$ cat src/rtl/mem_access_sequencer.sv
// Sequences RISC-V loads/stores onto a single-port 1-cycle-latency SRAM; sub-word stores use read-modify-write.
// Latency accept->rsp: load/sb/sh 2 cycles, sw 1, error 1. Backpressure: req_ready_o only in IDLE, responses never stall.
module mem_access_sequencer #(
    parameter int DATA_WIDTH = 32,
    parameter int ADDR_WIDTH = 10
) (
    input  logic                  clk_i,
    input  logic                  rst_i,
    input  logic                  req_valid_i,
    output logic                  req_ready_o,
    input  logic                  req_write_i,
    input  logic [2:0]            req_funct3_i,
    input  logic [31:0]           req_addr_i,
    input  logic [DATA_WIDTH-1:0] req_wdata_i,
    output logic                  rsp_valid_o,
    output logic [DATA_WIDTH-1:0] rsp_rdata_o,
    output logic                  rsp_error_o,
    output logic                  mem_en_o,
    output logic                  mem_we_o,
    output logic [ADDR_WIDTH-1:0] mem_addr_o,
    output logic [DATA_WIDTH-1:0] mem_wdata_o,
    input  logic [DATA_WIDTH-1:0] mem_rdata_i
);

    typedef enum logic [2:0] {
        S_IDLE  = 3'd0,
        S_READ  = 3'd1,
        S_RESP  = 3'd2,
        S_MERGE = 3'd3,
        S_WRITE = 3'd4,
        S_ERR   = 3'd5
    } state_t;

    state_t                  r_state;
    logic                    r_ready;
    logic                    r_rsp_valid;
    logic                    r_rsp_error;
    logic                    r_mem_en;
    logic                    r_mem_we;
    logic [ADDR_WIDTH-1:0]   r_mem_addr;
    logic                    r_write;
    logic [2:0]              r_funct3;
    logic [1:0]              r_off;
    logic [DATA_WIDTH-1:0]   r_wdata;

    logic                    w_req_err;
    logic                    w_accept;
    logic [ADDR_WIDTH-1:0]   w_word_addr;
    logic [7:0]              w_rd_byte;
    logic [15:0]             w_rd_half;
    logic [DATA_WIDTH-1:0]   w_load_dat;
    logic [DATA_WIDTH-1:0]   w_merge_dat;

    // Upper address bits wrap modulo SRAM depth and are intentionally dropped.
    logic w_unused_addr;
    assign w_unused_addr = ^req_addr_i[31:ADDR_WIDTH+2];

    assign w_accept    = req_valid_i && r_ready;
    assign w_word_addr = req_addr_i[ADDR_WIDTH+1:2];

    always_comb begin
        w_req_err = 1'b0;
        case (req_funct3_i)
            3'b000:  w_req_err = 1'b0;
            3'b001:  w_req_err = req_addr_i[0];
            3'b010:  w_req_err = |req_addr_i[1:0];
            3'b100:  w_req_err = req_write_i;
            3'b101:  w_req_err = req_write_i | req_addr_i[0];
            default: w_req_err = 1'b1;
        endcase
    end

    always_comb begin
        w_rd_byte = 8'h00;
        case (r_off)
            2'd0: w_rd_byte = mem_rdata_i[7:0];
            2'd1: w_rd_byte = mem_rdata_i[15:8];
            2'd2: w_rd_byte = mem_rdata_i[23:16];
            2'd3: w_rd_byte = mem_rdata_i[31:24];
            default: w_rd_byte = 8'h00;
        endcase
    end

    assign w_rd_half = r_off[1] ? mem_rdata_i[31:16] : mem_rdata_i[15:0];

    always_comb begin
        w_load_dat = mem_rdata_i;
        case (r_funct3)
            3'b000:  w_load_dat = {{24{w_rd_byte[7]}}, w_rd_byte};
            3'b100:  w_load_dat = {24'h000000, w_rd_byte};
            3'b001:  w_load_dat = {{16{w_rd_half[15]}}, w_rd_half};
            3'b101:  w_load_dat = {16'h0000, w_rd_half};
            default: w_load_dat = mem_rdata_i;
        endcase
    end

    // Read-modify-write: only the addressed lane(s) take store data, the rest keep SRAM contents.
    always_comb begin
        w_merge_dat = mem_rdata_i;
        if (r_funct3[1:0] == 2'b00) begin
            case (r_off)
                2'd0: w_merge_dat[7:0]   = r_wdata[7:0];
                2'd1: w_merge_dat[15:8]  = r_wdata[7:0];
                2'd2: w_merge_dat[23:16] = r_wdata[7:0];
                2'd3: w_merge_dat[31:24] = r_wdata[7:0];
                default: w_merge_dat = mem_rdata_i;
            endcase
        end else if (r_off[1]) begin
            w_merge_dat[31:16] = r_wdata[15:0];
        end else begin
            w_merge_dat[15:0] = r_wdata[15:0];
        end
    end

    always_ff @(posedge clk_i) begin
        if (rst_i) begin
            r_state     <= S_IDLE;
            r_ready     <= 1'b1;
            r_rsp_valid <= 1'b0;
            r_rsp_error <= 1'b0;
            r_mem_en    <= 1'b0;
            r_mem_we    <= 1'b0;
            r_mem_addr  <= '0;
            r_write     <= 1'b0;
            r_funct3    <= 3'b000;
            r_off       <= 2'b00;
            r_wdata     <= '0;
        end else begin
            case (r_state)
                S_IDLE: begin
                    if (w_accept) begin
                        r_write  <= req_write_i;
                        r_funct3 <= req_funct3_i;
                        r_off    <= req_addr_i[1:0];
                        r_wdata  <= req_wdata_i;
                        r_ready  <= 1'b0;
                        if (w_req_err) begin
                            r_state     <= S_ERR;
                            r_rsp_valid <= 1'b1;
                            r_rsp_error <= 1'b1;
                        end else if (req_write_i && req_funct3_i == 3'b010) begin
                            r_state     <= S_WRITE;
                            r_mem_en    <= 1'b1;
                            r_mem_we    <= 1'b1;
                            r_mem_addr  <= w_word_addr;
                            r_rsp_valid <= 1'b1;
                        end else begin
                            r_state    <= S_READ;
                            r_mem_en   <= 1'b1;
                            r_mem_we   <= 1'b0;
                            r_mem_addr <= w_word_addr;
                        end
                    end
                end
                S_READ: begin
                    r_rsp_valid <= 1'b1;
                    if (r_write) begin
                        r_state  <= S_MERGE;
                        r_mem_we <= 1'b1;
                    end else begin
                        r_state    <= S_RESP;
                        r_mem_en   <= 1'b0;
                        r_mem_addr <= '0;
                    end
                end
                default: begin
                    r_state     <= S_IDLE;
                    r_ready     <= 1'b1;
                    r_rsp_valid <= 1'b0;
                    r_rsp_error <= 1'b0;
                    r_mem_en    <= 1'b0;
                    r_mem_we    <= 1'b0;
                    r_mem_addr  <= '0;
                end
            endcase
        end
    end

    assign req_ready_o = r_ready;
    assign rsp_valid_o = r_rsp_valid;
    assign rsp_error_o = r_rsp_error;
    assign mem_en_o    = r_mem_en;
    assign mem_we_o    = r_mem_we;
    assign mem_addr_o  = r_mem_addr;
    assign rsp_rdata_o = (r_state == S_RESP) ? w_load_dat : '0;
    assign mem_wdata_o = (r_state == S_MERGE) ? w_merge_dat :
                         (r_state == S_WRITE) ? r_wdata : '0;

endmodule

$ cat config.mk
export PLATFORM = sky130hd
export DESIGN_NAME = mem_access_sequencer
export DESIGN_NICKNAME = d
export VERILOG_FILES = /design/src/rtl/mem_access_sequencer.sv
export SDC_FILE = /design/constraint.sdc
export NUM_CORES = 1
export LEC_CHECK = 0
export ABC_AREA = 1
export CORE_MARGIN = 3
export CORE_UTILIZATION = 47
export CTS_BUF_LIST = sky130_fd_sc_hd__clkbuf_2
export DETAILED_ROUTE_END_ITERATION = 8
export PLACE_DENSITY = 0.89
export SLEW_MARGIN = 10
export SYNTH_ARGS = -nofsm -noshare
export SYNTH_HDL_FRONTEND = slang
export SYNTH_SLANG_ARGS = --single-unit
$ cat constraint.sdc
create_clock -name clk_i -period 2.94 [get_ports clk_i]
set_input_delay 0.588 -clock clk_i [delete_from_list [all_inputs] [get_ports clk_i]]
set_output_delay 0.588 -clock clk_i [all_outputs]
set_load 0.02 [all_outputs]
# After elaboration in Yosys (flattened, before gate mapping)
# Cells that the tools add are included.
# classes
eq_ne	20
n_mux	41
n_bitwise	2
reduce_logical	14
# op_table
cell	n
$mux 32	4
$pmux 32 s4	1
$mux 16	3
$mux 8	4
$pmux 8 s4	1
$mux 10	3
$pmux 10 s2	1
$eq 3x3->1 const B	5
$mux 1	14
$ne 2x2->1 const B	5
$pmux 1 s2	5
$eq 3x1->1 const B	3
$eq 3x2->1 const B	3
$logic_not 3->1	3
$mux 3	3
$reduce_and 3->1	3
$pmux 3 s2	1
$reduce_and 2->1	3
$pmux 1 s5	1
$eq 2x2->1 const B	2
$logic_not 2->1	2
$ne 3x3->1 const B	1
$eq 2x1->1 const B	1
$logic_and 1x1->1	2
3 further kinds	3
# totals
reg_bits	56
input_bits	103
output_inout_bits	79
word_cells	88

# Logic depth before layout (Yosys ltp)
# depth
word_depth	6
mapped_depth	9
depth_no_buf	8

# Worst setup path after synthesis
# No wires, ideal clock.
# synth_path
path_type	input -> output
startpoint	input mem_rdata_i[23]
endpoint	output rsp_rdata_o[21]
arrival_time_ns	1.469
required_ns	2.352
slack_ns	0.883
path_stages	9
n_path_buf	1
cell_sequence	inv_1 -> nand3_1 -> nand2_4 -> nor2_8 -> nand3_4 -> nand3_4 -> nand2_4 -> buf_12 -> nor2_4
# synth_via
elab_chain_len	3
# synth_lines
element	line_no	text
start, declared	22	input logic [DATA_WIDTH-1:0] mem_rdata_i
$pmux 8 s4	75	case (r_off)
$pmux 32 s4	88	case (r_funct3)
$mux 32	185	assign rsp_rdata_o = (r_state == S_RESP) ? w_load_dat : '0;
end, declared	16	output logic [DATA_WIDTH-1:0] rsp_rdata_o,
# No other way between the ends.

# Final worst setup path
# layout_path
startpoint	input mem_rdata_i[23]
endpoint	output rsp_rdata_o[28]
# Same word-level chain as after synthesis.

==> impl_metrics.prom <==
# TYPE chip_impl_metric gauge
chip_impl_info{name="run_status",value="finished, final reports clean"} 1
chip_impl_metric{name="final_max_slew_viol_count",unit=""} 0
chip_impl_info{name="min_from",value="r_wdata[28]"} 1
chip_impl_info{name="routed.top_layer",value="met4"} 1
chip_impl_metric{name="synth.distinct_cells",unit=""} 31
chip_impl_metric{name="power.share.sequential",unit="%"} 29.7
chip_impl_metric{name="clkTransAtPathRegs",unit="ns"} 0.32
chip_impl_metric{name="placedInstanceArea",unit="sq um"} 5910
chip_impl_metric{name="layout-drive-gt1-share",unit="%"} 11.4
chip_impl_metric{name="finalClockSkew",unit="ns"} 0.0120
chip_impl_metric{name="place.gp.congestion",unit=""} 0.979
chip_impl_metric{name="initial_core_util",unit="%"} 49.8
chip_impl_metric{name="placement.io_buffers",unit=""} 161
chip_impl_metric{name="antenna_found_initial",unit=""} 0
chip_impl_metric{name="wirelength",unit="microns"} 15800
chip_impl_metric{name="grt_overflow",unit=""} 0
chip_impl_metric{name="synthCells",unit=""} 637
chip_impl_metric{name="p_leak",unit="nW"} 2.65
chip_impl_metric{name="power_per_cell_area",unit="nW/um^2"} 602
chip_impl_info{name="clock-root-buffer",value="clkbuf_2"} 1
chip_impl_metric{name="critical-path-max-stage-delay",unit="ns"} 0.47
chip_impl_metric{name="worst-r2r-setup-slack",unit="ns"} 0.96
chip_impl_metric{name="die_x",unit="microns"} 97.9
chip_impl_metric{name="maxCapViolCount",unit=""} 0
chip_impl_metric{name="floorplan.rows",unit=""} 32
chip_impl_metric{name="antenna_cells",unit=""} 0
chip_impl_metric{name="cp_data_required_time",unit="ns"} 2.35
chip_impl_metric{name="io_pins",unit=""} 182
chip_impl_metric{name="post_route_met1_wirelength",unit="microns"} 6270
chip_impl_info{name="cts_tree",value="done"} 1
chip_impl_metric{name="grt_pass1_vias",unit=""} 4935
chip_impl_metric{name="antenna_left",unit=""} 0
chip_impl_metric{name="setup_viol_count_final",unit=""} 0
chip_impl_info{name="cp_max_delay_cell",value="clkdlybuf4s50_1"} 1
chip_impl_info{name="crit-reg2reg-launch",value="r_state[1]"} 1
chip_impl_metric{name="synthXorXnorAreaFrac",unit="%"} 0
chip_impl_info{name="grt_setup_unrepaired",value="no"} 1
chip_impl_metric{name="hpwl",unit="microns"} 12300
chip_impl_info{name="critical_path.cell_chain",value="clkdlybuf4s50_1 -> inv_1 -> nand3_1 -> nand2_4 -> nor2_8 -> nand3_4 -> nand3_4 -> nand2_4 -> buf_12 -> nor2_4 -> dlygate4sd2_1"} 1
chip_impl_metric{name="detailedRoute.firstIterationViolations",unit=""} 548
chip_impl_metric{name="postCtsSetupBuffers",unit=""} 0
chip_impl_metric{name="yosys.area_share.simple",unit="%"} 25.4
chip_impl_metric{name="remaining_drc_errors",unit=""} 0
chip_impl_metric{name="grt_use_total",unit="%"} 31.7
chip_impl_metric{name="synth-seq-cells",unit=""} 56
chip_impl_metric{name="design.core.area",unit="sq um"} 7970
chip_impl_metric{name="worst_vdd_ir",unit="V"} 0.000542
chip_impl_metric{name="max_clock_freq",unit="GHz"} 0.352
chip_impl_metric{name="routed-wl-met2",unit="microns"} 7370
chip_impl_metric{name="synth-async-reset-ratio",unit="%"} 0
chip_impl_metric{name="min_period_over_period",unit="%"} 96.6
chip_impl_metric{name="via_count",unit=""} 5249
chip_impl_metric{name="synth_compound_gate_area_share",unit="%"} 34.8
chip_impl_metric{name="mean_area_per_synthesized_cell",unit="sq um"} 6.23
chip_impl_metric{name="htree_num_levels",unit=""} 2
chip_impl_metric{name="filler_cell_count",unit=""} 689
chip_impl_metric{name="netsw",unit="W"} 0.00175
chip_impl_metric{name="comb_power_share",unit="%"} 60.6
chip_impl_info{name="hold_path_class",value="reg2reg"} 1
chip_impl_info{name="largest_family_of_logic_cells_by_synthesized_area",value="compound AO/OA/AOI/OAI gates"} 1
chip_impl_metric{name="detail_route.wl_per_cell",unit="microns"} 17.3
chip_impl_metric{name="syn_to_final_growth",unit="%"} 49.7
chip_impl_metric{name="multi_input_area",unit="sq um"} 2420
chip_impl_info{name="dominantRegCellSynth",value="dfxtp_1"} 1
chip_impl_metric{name="fin_nets",unit=""} 911
chip_impl_metric{name="avgViaCountPerCell",unit=""} 5.76
chip_impl_metric{name="synth_nets",unit=""} 740
chip_impl_metric{name="multiplexer_share_of_the_synthesized_area",unit="%"} 0
chip_impl_metric{name="insertion_delay",unit="ns"} 0.47
chip_impl_metric{name="tritoncts_num_sinks",unit=""} 56
chip_impl_metric{name="finalHoldViolCount",unit=""} 0
chip_impl_info{name="critical_path.startpoint_type",value="input pin"} 1
chip_impl_metric{name="worst_slew_pin_slew",unit="ns"} 0.614
chip_impl_metric{name="die_h",unit="microns"} 97.9
chip_impl_metric{name="largest_net_degree_at_the_start_of_global_routing",unit=""} 41
chip_impl_metric{name="final.min_clock_period",unit="ns"} 2.84
chip_impl_metric{name="dr_wl_met3",unit="microns"} 1760
chip_impl_metric{name="power.clock.fraction",unit="%"} 9.7
chip_impl_metric{name="slew-limit-headroom",unit="%"} 59.0
chip_impl_metric{name="layout.cells.non_filler",unit=""} 911
chip_impl_metric{name="synthAdderAreaFrac",unit="%"} 0
chip_impl_metric{name="seq_area_frac_synth",unit="%"} 28.3
chip_impl_metric{name="critPathMaxFanout",unit=""} 10
chip_impl_metric{name="firstDrtPassIters",unit=""} 5
chip_impl_metric{name="number_of_synthesized_flops_with_an_enable_pin",unit=""} 0
chip_impl_metric{name="cts_max_path_buffers",unit=""} 2
chip_impl_metric{name="cts-buffers-inserted",unit=""} 5
chip_impl_metric{name="syn_area",unit="sq um"} 3970
chip_impl_metric{name="ff_latch_area",unit="sq um"} 1130
chip_impl_metric{name="power.internal",unit="W"} 0.00183
chip_impl_metric{name="sw_frac_of_total",unit="%"} 48.9
chip_impl_metric{name="floorplan.die_area",unit="sq um"} 9580
chip_impl_metric{name="postLayoutCellArea",unit="sq um"} 5940
chip_impl_info{name="critical_path_class",value="in2out"} 1
chip_impl_info{name="critical_path.endpoint_type",value="output pin"} 1
chip_impl_metric{name="cell_count_after_placement",unit=""} 903
chip_impl_metric{name="yosys_warn_count",unit=""} 0
chip_impl_info{name="cp-startpoint",value="mem_rdata_i[23]"} 1
chip_impl_metric{name="setup-tns-final",unit="ns"} 0
chip_impl_metric{name="worst_ep_arrival_time",unit="ns"} 2.25
chip_impl_metric{name="grt_pass1_wl",unit="microns"} 25100
==> power groups by stage <==
stage          registers (W)  logic [W]  clock network, W
2_1_floorplan        0.00108    0.00130                 0
3_3_place_gp         0.00106    0.00210                 0
3_5_place_dp         0.00107    0.00215                 0
4_1_cts              0.00105    0.00212          0.000357
5_1_grt              0.00108    0.00238          0.000387
6_report             0.00106    0.00217          0.000348
==> cell usage after synthesis, types with 7 or more instances <==
library cell	count	share of area, %
o21ai_0	143	18
a21oi_1	90	11
nand2_1	85	8.0
nor2_1	67	6.3
inv_1	57	5.4
dfxtp_1	56	28
clkbuf_1	27	2.6
nand3_1	18	2.3
buf_2	16	2.0
o22ai_1	15	2.4
nand4_1	11	1.7
nor2_4	11	3.1
inv_2	7	0.66
==> registers in the layout, indices dropped and copies added (netlist names), 2 cells and up <==
name and flops:
r_wdata 32, mem_addr_o 10, r_funct3 3, r_state 3, r_off 2
==> final cells by class <==
class / instances / area share [%]
Clock inverter: 3 / 0.421
Tap cell: 102 / 2.15
Sequential cell: 56 / 19.0
Inverter: 64 / 4.17
Multi-Input combinational cell: 471 / 40.7
Timing Repair Buffer: 210 / 33.2
Clock buffer: 5 / 0.421
==> routing by layer <==
| metal | GRT usage, % | vias up |
|---|---|---|
| met3 | 7.14 | 39 |
| met1 | 40.0 | 2365 |
| met4 | 7.45 | 0 |
| li1 | - | 2494 |
| met2 | 55.0 | 351 |
| met5 | 0 | - |
==> critical path, delay by kind of cell <==
kind	cells	cell delay, ns
buffers and inverters	4	1.03
and+or+nand+nor	7	0.64
==> what timing repair did <==
action	in CTS	in global routing
pin swaps	0	0
gates resized for setup	71	15
setup endpoints to repair	64	30
hold buffers	0	0
==> cell families after synthesis <==
family / Yosys count
DFF: 56
AOI/OAI and AO/OA: 264
and+or+nand+nor: 207
buffers and inverters: 110
==> final timing paths <==
kind | endpoint | cells past startpoint
min reg2reg | r_wdata[28] | 2
max | rsp_rdata_o[28] | 11
min | r_wdata[28] | 2
max reg2reg | mem_addr_o[1] | 7
==> cell usage in the layout (no fill, tap or decap), drive strengths merged <==
| cell type | count |
|---|---|
| dlymetal6s2s | 2 |
| nor2 | 81 |
| buf | 49 |
| clkbuf | 5 |
| clkdlybuf4s15 | 5 |
| o2bb2ai | 6 |
| nor3 | 5 |
| dfxtp | 56 |
| o21ai | 146 |
| a211oi | 1 |
| o221ai | 2 |
| o21a | 1 |
| o211ai | 2 |
| nand4 | 11 |
| a21oi | 90 |
| inv | 66 |
| and2 | 1 |
| a31oi | 1 |
| nand2 | 89 |
| dlygate4sd2 | 56 |
| clkinv | 1 |
| dlygate4sd1 | 1 |
| o22ai | 15 |
| clkdlybuf4s50 | 97 |
| nand3 | 20 |
==> through the flow <==
stage / power (W) / worst slack (ns) / hold WS (ns) / util, %
finish: 0.00358 / 0.0997 / 0.464 / 74.5
global route: 0.00384 / 0.00317 / 0.496 / 74.5
detailed placement: 0.00321 / -0.182 / 0.440 / 74.2
CTS: 0.00353 / 0.00491 / 0.467 / 74.1
global placement: 0.00316 / -0.160 / 0.435 / 74.2
floorplan: 0.00238 / 0.883 / 0.425 / -
Note: power is estimated with default switching activity, not from simulation.
